<file path="config.mk">
export PLATFORM = sky130hd
export DESIGN_NAME = cpu_alu_flat
export DESIGN_NICKNAME = d
export VERILOG_FILES = /design/src/rtl/cpu_alu_pkg.sv /design/src/rtl/cpu_alu_if.sv /design/src/rtl/cpu_alu_decode.sv /design/src/rtl/cpu_alu.sv /design/src/flat_wrapper.sv
export SDC_FILE = /design/constraint.sdc
export NUM_CORES = 2
export LEC_CHECK = 0
export BUFFER_PORTS_ARGS = -buffer_cell sky130_fd_sc_hd__buf_2
export CAP_MARGIN = 20
export CELL_PAD_IN_SITES_DETAIL_PLACEMENT = 0
export CELL_PAD_IN_SITES_GLOBAL_PLACEMENT = 2
export CORE_MARGIN = 2
export CORE_UTILIZATION = 42
export CTS_BUF_LIST = sky130_fd_sc_hd__clkbuf_8
export CTS_CLUSTER_DIAMETER = 120
export DETAILED_ROUTE_END_ITERATION = 8
export GPL_ROUTABILITY_DRIVEN = 0
export MAX_ROUTING_LAYER = met4
export PLACE_DENSITY_LB_ADDON = 0.15
export REMOVE_ABC_BUFFERS = 1
export SLEW_MARGIN = 15
export SYNTH_ARGS = -nofsm -noshare
export SYNTH_HDL_FRONTEND = slang
export SYNTH_SLANG_ARGS = --single-unit
</file>
<file path="constraint.sdc">
create_clock -name clk -period 129.3 [get_ports clk]
set_input_delay 0 -clock clk [delete_from_list [all_inputs] [get_ports clk]]
set_output_delay 0 -clock clk [all_outputs]
set_load 0.05 [all_outputs]
</file>
<file path="src/rtl/cpu_alu_pkg.sv">
// Shared CPU definitions: instruction opcodes, internal ALU operations and flag layout.
// Used by the ALU, its decoder and the datapath.
package cpu_pkg;

    localparam int DATA_W = 32;
    localparam int OPC_W  = 5;
    localparam int OP_W   = 3;
    localparam int FLAG_W = 2;

    typedef logic [OPC_W-1:0]  opcode_t;
    typedef logic [DATA_W-1:0] word_t;

    localparam opcode_t OPC_ADD   = 5'b00010;
    localparam opcode_t OPC_ADDI  = 5'b00011;
    localparam opcode_t OPC_SUB   = 5'b00100;
    localparam opcode_t OPC_SUBI  = 5'b00101;
    localparam opcode_t OPC_MUL   = 5'b00110;
    localparam opcode_t OPC_MOVEH = 5'b00111;
    localparam opcode_t OPC_DIV   = 5'b01000;
    localparam opcode_t OPC_AND   = 5'b01010;
    localparam opcode_t OPC_ANDI  = 5'b01011;
    localparam opcode_t OPC_OR    = 5'b01100;
    localparam opcode_t OPC_ORI   = 5'b01101;
    localparam opcode_t OPC_NOT   = 5'b01110;
    localparam opcode_t OPC_XOR   = 5'b10000;
    localparam opcode_t OPC_XORI  = 5'b10001;
    localparam opcode_t OPC_CMP   = 5'b10010;
    localparam opcode_t OPC_CALL  = 5'b10100;
    localparam opcode_t OPC_RET   = 5'b10101;
    localparam opcode_t OPC_RETI  = 5'b10110;
    localparam opcode_t OPC_ST    = 5'b11100;
    localparam opcode_t OPC_LD    = 5'b11101;
    localparam opcode_t OPC_MOVEL = 5'b11110;

    typedef enum logic [OP_W-1:0] {
        ADDA = 3'b000,
        SUBA = 3'b001,
        MULA = 3'b010,
        DIVA = 3'b011,
        ANDA = 3'b100,
        ORA  = 3'b101,
        XORA = 3'b110,
        NOTA = 3'b111
    } alu_op_e;

    localparam int FLAG_N = 1;
    localparam int FLAG_Z = 0;

    // N is a signed less-than, Z is plain equality.
    function automatic logic [FLAG_W-1:0] cmp_flags(input word_t a, input word_t b);
        logic [FLAG_W-1:0] f;
        f         = '0;
        f[FLAG_N] = ($signed(a) < $signed(b));
        f[FLAG_Z] = (a == b);
        return f;
    endfunction

endpackage

</file>
<file path="src/rtl/cpu_alu_if.sv">
// Operand/result bundle between the execute-stage datapath (master) and the ALU (slave).
interface cpu_alu_if;
    import cpu_pkg::*;

    word_t                a;
    word_t                b;
    opcode_t              opcode;
    word_t                alu_out;
    logic [FLAG_W-1:0]    flags;

    modport master (
        output a,
        output b,
        output opcode,
        input  alu_out,
        input  flags
    );

    modport slave (
        input  a,
        input  b,
        input  opcode,
        output alu_out,
        output flags
    );

endinterface

</file>
<file path="src/rtl/cpu_alu_decode.sv">
// Combinational opcode -> internal ALU operation decode.
module alu_decode
    import cpu_pkg::*;
(
    input  opcode_t i_opcode,
    output alu_op_e o_op
);

    // Memory ops use the adder for address generation; MOVEH/MOVEL are masks applied through AND.
    always_comb begin
        o_op = ADDA;
        case (i_opcode)
            OPC_ADD, OPC_ADDI, OPC_ST, OPC_LD:         o_op = ADDA;
            OPC_SUB, OPC_SUBI, OPC_CMP:                o_op = SUBA;
            OPC_MUL:                                   o_op = MULA;
            OPC_DIV:                                   o_op = DIVA;
            OPC_AND, OPC_ANDI, OPC_MOVEH, OPC_MOVEL:   o_op = ANDA;
            OPC_OR, OPC_ORI:                           o_op = ORA;
            OPC_XOR, OPC_XORI:                         o_op = XORA;
            OPC_NOT:                                   o_op = NOTA;
            default:                                   o_op = ADDA;
        endcase
    end

endmodule

</file>
<file path="src/rtl/cpu_alu.sv">
// 32-bit execute-stage ALU: combinational result plus the CMP-written N/Z flag register.
module cpu_alu
    import cpu_pkg::*;
(
    input  logic         clk,
    input  logic         rst_n,
    cpu_alu_if.slave     bus
);

    alu_op_e             op;
    word_t               w_result;
    word_t               w_quot;
    logic                w_is_cmp;
    logic [FLAG_W-1:0]   w_cmp_flags;
    logic [FLAG_W-1:0]   r_flags;

    alu_decode u_alu_decode (
        .i_opcode (bus.opcode),
        .o_op     (op)
    );

    // Divide-by-zero returns all ones rather than trapping.
    assign w_quot = (bus.b == '0) ? '1 : (bus.a / bus.b);

    always_comb begin
        w_result = '0;
        case (op)
            ADDA:    w_result = bus.a + bus.b;
            SUBA:    w_result = bus.a - bus.b;
            MULA:    w_result = bus.a * bus.b;
            DIVA:    w_result = w_quot;
            ANDA:    w_result = bus.a & bus.b;
            ORA:     w_result = bus.a | bus.b;
            XORA:    w_result = bus.a ^ bus.b;
            NOTA:    w_result = ~bus.a;
            default: w_result = '0;
        endcase
    end

    assign w_is_cmp    = (bus.opcode == OPC_CMP);
    assign w_cmp_flags = cmp_flags(bus.a, bus.b);

    always_ff @(posedge clk or negedge rst_n) begin
        if (!rst_n) begin
            r_flags <= '0;
        end else if (w_is_cmp) begin
            r_flags <= w_cmp_flags;
        end
    end

    assign bus.alu_out = w_result;
    assign bus.flags   = r_flags;

endmodule

</file>
<file path="src/flat_wrapper.sv">
// flat-port wrapper written by rule: the top's interface ports become plain ports
module cpu_alu_flat import cpu_pkg::*;
  (clk, rst_n, bus_a, bus_b, bus_opcode, bus_alu_out, bus_flags);
  cpu_alu_if bus_i ();
  input  logic clk;
  input  logic rst_n;
  input wire logic [$bits(bus_i.a)-1:0] bus_a;
  input wire logic [$bits(bus_i.b)-1:0] bus_b;
  input wire logic [$bits(bus_i.opcode)-1:0] bus_opcode;
  output wire logic [$bits(bus_i.alu_out)-1:0] bus_alu_out;
  output wire logic [$bits(bus_i.flags)-1:0] bus_flags;
  assign bus_i.a = bus_a;
  assign bus_i.b = bus_b;
  assign bus_i.opcode = bus_opcode;
  assign bus_alu_out = bus_i.alu_out;
  assign bus_flags = bus_i.flags;
  cpu_alu u_core (.clk(clk), .rst_n(rst_n), .bus(bus_i));
endmodule
</file>
Word-level counts from Yosys, hierarchy flattened
Memory sizes are Yosys's and may differ from the RTL's.
Index checks and enable logic that the tools add are counted.
{"block": "op_classes", "n_eq_ne": 9, "multipliers": 1, "n_bitwise": 4, "div_mod_pow": 1, "n_reduce_logical": 2, "n_addsub": 2, "magnitude_cmp": 1, "n_mux": 2}
{"operator": "one-hot mux 32 bit (8 select lines)", "count": 1}
{"operator": "adder 32 bit", "count": 1}
{"operator": "bitwise AND 32 bit", "count": 1}
{"operator": "divider 32 x 32 -> 32 bit", "count": 1}
{"operator": "equality test 32 bit", "count": 1}
{"operator": "logical NOT 32 bit", "count": 1}
{"operator": "< comparator 32 bit", "count": 1}
{"operator": "multiplier 32 x 32 -> 32 bit", "count": 1}
{"operator": "two-way mux 32 bit", "count": 1}
{"operator": "NOT 32 bit", "count": 1}
{"operator": "bitwise OR 32 bit", "count": 1}
{"operator": "subtractor 32 bit", "count": 1}
{"operator": "bitwise XOR 32 bit", "count": 1}
{"operator": "equality test 3 bit, second input constant", "count": 4}
{"operator": "equality test 3 x 2 -> 1 bit, second input constant", "count": 2}
{"operator": "equality test 5 bit, second input constant", "count": 1}
{"operator": "equality test 3 x 1 -> 1 bit, second input constant", "count": 1}
{"operator": "logical NOT 3 bit", "count": 1}
{"block": "word_totals", "reg_bits": 2, "out_inout_bits": 34, "mem_count": 1, "wordCells": 24, "input_bits": 71, "rom_bits": 96}
{"name": "(no name shown)", "depth": 32, "width": 3, "read_ports": 1, "rd_clocked_by_memory_dff": 0, "write_ports": 0, "line_no": "cpu_alu_decode.sv:12", "rtl": "case (i_opcode)"}

Longest topological paths before layout
{"block": "depth", "ltp_word": 3, "depth_mapped": 351, "depth_no_buf": 319}

Hierarchy
A second synthesis with hierarchy kept.
{"block": "unflattened", "cells_unflattened": 7129, "hier_area_um2": 51325.5}
{"mod": "cpu_alu", "cells_each": 7113, "n_inst": 1, "area_per_inst_um2": 51207.9}
{"mod": "alu_decode", "cells_each": 16, "n_inst": 1, "area_per_inst_um2": 117.6}

Worst setup path before layout
No wires, ideal clock.
{"block": "synth_timing", "path_kind": "input port to output port", "start": "in bus_b[0]", "end": "out bus_alu_out[0]", "stages": 324, "setup_slack_ns": 59.937, "arrival_ns": 69.363, "required_ns": 129.300, "n_path_buf": 45, "cell_sequence": "clkbuf_1 > inv_1 > buf_1 > ha_1 > and2_1 > nor2_1 > ha_1 > o21ai_0 > a21o_1 > nor3_4 > o31ai_1 > ha_1 > o211ai_1 > a211o_1 > a211oi_1 > a2bb2oi_1 > o21ai_0 > ha_1 > (+288 left out) > clkbuf_1 > o21ai_0 > ha_1 > a21boi_0 > o21a_1 > o21a_1 > o21ai_0 > nand2b_1 > a21oi_1 > nor2b_1 > o21ai_0 > nand2b_1 > a21oi_1 > nor2b_1 > o21ai_0 > nand2b_1 > a211oi_1 > o21ai_0"}
{"block": "synth_via", "elab_chain_cells": 3, "elab_cells_between_ends": 10, "classes_between": "add/sub (2); mul (1); div (1); mux (2); bitwise (3); reduce/logical (1)"}
{"element": "start, declared", "line_no": "flat_wrapper.sv:8", "rtl": "input wire logic [$bits(bus_i.b)-1:0] bus_b;"}
{"element": "divider 32 x 32 -> 32 bit / logical NOT 32 bit (equally long branches)", "line_no": "cpu_alu.sv:23", "rtl": "assign w_quot = (bus.b == '0) ? '1 : (bus.a / bus.b);"}
{"element": "two-way mux 32 bit", "line_no": "cpu_alu.sv:23"}
{"element": "one-hot mux 32 bit (8 select lines) *", "line_no": "cpu_alu.sv:27", "rtl": "case (op)"}
{"element": "end, declared", "line_no": "flat_wrapper.sv:10", "rtl": "output wire logic [$bits(bus_i.alu_out)-1:0] bus_alu_out;"}
Mark *: on every way between the ends. The rest lies on a longest branch, timed or not.

Worst setup path after layout
{"block": "layout_timing", "start": "in bus_b[31]", "end": "out bus_alu_out[0]"}
{"block": "layout_via", "elab_chain_cells": 3, "elab_cells_between_ends": 4, "classes_between": "div (1); mux (2); reduce/logical (1)"}
{"element": "divider 32 x 32 -> 32 bit / logical NOT 32 bit (equally long branches)", "line_no": "cpu_alu.sv:23"}
{"element": "two-way mux 32 bit *", "line_no": "cpu_alu.sv:23"}
{"element": "one-hot mux 32 bit (8 select lines) *", "line_no": "cpu_alu.sv:27"}
Marks and branches as above.

==> impl_metrics.py <==
metrics = {
    "sta": {
        "setup_viol": 0,
        "maxSlewHeadroom_pct": 21.7,
        "min_period_ns": 83.69,
        "setup-tns-final_ns": 0,
        "grt_setup_unrepaired": "false",
        "finClkSkew_ns": 0,
        "max_freq_mhz": 11.9,
        "period_share_pct": 64.7,
        "slew_viol_final": 0,
        "tightest_slew_ns": 1.16,
        "hold_violations": 0,
    },
    "clock_tree": {
        "cts_tree": "yes",
        "cts_max_path_buffers": 2,
        "cts_resized": 0,
        "hold_buffers": 1,
        "clkLatencyLatePin_ns": 0.22,
        "clkTransAtPathRegs_ns": 0.03,
        "clock-sinks": 2,
        "cts_max_level": 1,
        "clockRootBuffer": "clkbuf_8",
        "post-cts-setup-buffers": 0,
        "numCtsBuffers": 3,
    },
    "global_routing": {
        "grt-ovfl-total": 0,
        "grt_pass1_vias": 50728,
        "grt_first_pass_wirelength_mm": 333,
        "grtUsageTotal_pct": 37.6,
        "antenna_found_initial": 19,
        "grt_max_degree": 39,
    },
    "status": {
        "outcome": "finished clean",
    },
    "finish": {
        "largest_reg_flops": 2,
        "layout.cells.non_filler": 8399,
        "drive_gt1_share_pct": 6.88,
        "fin_nets": 8096,
        "final_common_cell": "nand2_1",
        "final_cell_mix": "897 x nand2_1, 751 x ha_1, 688 x inv_1",
        "area_growth_pct": 5.16,
        "fillerInstances": 12343,
    },
    "worst_setup_path": {
        "cpPeakStageDelay_ns": 0.87,
        "r2r_slack_ns": 128.68,
        "end_kind": "primary output",
        "worstSetupStartpointType": "input pin",
        "cp_max_fo": 38,
        "required_ns": 129.30,
        "worst-setup-path-type": "input pin to primary output",
        "cpMaxStageDelayCell": "a21oi_1",
        "arrival_ns": 83.69,
        "path_buf_inv": 17,
        "crit_family": "compound AO/OA/AOI/OAI gates",
        "crit_top_cell": "ha_1",
    },
    "die": {
        "dieArea_sq_um": 120000,
        "die_w_um": 347,
        "rows": 125,
        "die_y_um": 347,
        "top_level_ports": 105,
        "start_util_pct": 42.4,
        "coreArea_sq_um": 116000,
    },
    "yosys": {
        "syn_area_sq_um": 49300,
        "muxShareOfSynthArea_pct": 2.29,
        "synth_area_per_cell_sq_um": 7.14,
        "async_reset_ff_share_pct": 100,
        "synthCells": 6907,
        "synth_xor_area_share_pct": 7.89,
        "synthAdderAreaFrac_pct": 35.7,
        "synth_top_family_by_area": "adder cells",
        "yosysSeqAreaShare_pct": 0.101,
        "synth_simple_gate_area_share_pct": 21.2,
        "synth_compound_area_share_pct": 25.0,
        "synth_seq_cells": 2,
        "yosys_most_used_dff": "dfrtp_1",
        "ys_warn_count": 0,
        "synth_cell_types": 121,
        "synth_edf_count": 0,
    },
    "drt": {
        "wl_mm": 226,
        "drt_iter0_drc": 4997,
        "avgViaCountPerCell": 6.22,
        "drt_first_pass_iters": 6,
        "wire_per_inst_um": 26.9,
        "drc": 0,
        "ant_nets": 0,
        "vias": 52264,
    },
    "place": {
        "place_hpwl_mm": 178,
        "placed_cells": 8381,
        "io_buffers": 104,
    },
    "job": {
        "drv_cap": 0,
    },
    "power": {
        "ir_drop_uv": 65.3,
        "p_leak_nw": 25.2,
        "power_density_nw_per_um2": 23.1,
    },
    "min_path": {
        "hold_path_class": "input pin to asynchronous set/reset pin",
    },
}
==> cell families after synthesis <==
family          after synthesis
compound gates             1866
xor+xnor                    444
fa+ha+maj                  1161
buf+inv                    1003
flops                         2
mux                         105
simple gates               2326
==> power by group <==
part | leakage, nW | switching [W] | internal, W
combinational | 25.1 | 0.000707 | 0.000489
sequential | 0.0271 | 0.0000000295 | 0.000000697
clock | 0.0217 | 0.000000662 | 0.00000198
total | 25.2 | 0.000708 | 0.000492
==> metrics by stage <==
| stage | hold slack (ns) | setup slack, ns | util (%) | power, W | instance area, sq um |
|---|---|---|---|---|---|
| 2_1_floorplan | -0.296 | 53.15 | - | 0.000865 | 48100 |
| 4_1_cts | 0.108 | 47.24 | 44.5 | 0.00119 | 51800 |
| 5_1_grt | 0.111 | 40.32 | 44.6 | 0.00133 | 51900 |
| 6_report | 0.110 | 45.61 | 44.6 | 0.00120 | 51900 |
| 3_3_place_gp | -0.215 | 48.61 | 44.5 | 0.00117 | 51800 |
| 3_5_place_dp | -0.215 | 47.45 | 44.5 | 0.00117 | 51800 |
==> synthesized netlist by cell type, types with 30 or more instances <==
master,n,area share (%)
o31ai_1,50,0.76
xor2_1,175,3.1
or3_1,62,0.79
nor3_1,149,1.5
and3_1,35,0.44
fa_1,410,17
nand2b_1,64,0.81
nor2b_1,64,0.81
inv_1,700,5.3
o21ai_0,344,3.5
a31oi_1,65,0.82
ha_1,751,19
o211ai_1,64,0.97
a211oi_1,58,0.88
mux2i_1,46,0.93
xnor2_1,269,4.8
o22ai_1,30,0.38
buf_1,40,0.30
a21oi_1,518,5.3
nor2_1,686,5.2
clkbuf_1,226,1.7
o21a_1,133,2.0
and2_1,38,0.48
mux2_2,56,1.3
nand3_1,126,1.3
o21bai_1,39,0.59
a21o_1,188,2.9
nor4_1,33,0.42
or2_2,40,0.51
nand4_1,54,0.69
nand2_1,897,6.8
==> metal layers <==
layer  wire [um]  global-route usage (%)  share of wire (%)
met4       11400                    14.8                5.0
met3       20400                    5.56                9.0
met1       98300                    50.5                 44
met5           0                       -                  0
met2       95800                    56.8                 42
==> worst paths after layout <==
path | cells past startpoint | startpoint | end
max reg2reg | 2 | u_core.bus.flags[1] | u_core.bus.flags[1]
min | 2 | rst_n | u_core.bus.flags[0]
max in group asynchronous | 2 | rst_n | u_core.bus.flags[1]
max | 300 | bus_b[31] | bus_alu_out[0]
min in group clk | 3 | bus_opcode[4] | u_core.bus.flags[0]
min reg2reg | 2 | u_core.bus.flags[1] | u_core.bus.flags[1]
==> area by class of cell <==
type                       instances  area [sq um]  area share [%]
clock buffer                       3          41.3          0.0796
timing repair buffer             250          1620            3.12
sequential                         2          50.0          0.0965
inverter                         705          2650            5.10
antenna                           13          32.5          0.0627
tap                             1524          1910            3.68
multi-input combinational       5902         45600            87.9
(Power assumes the default switching activity.)
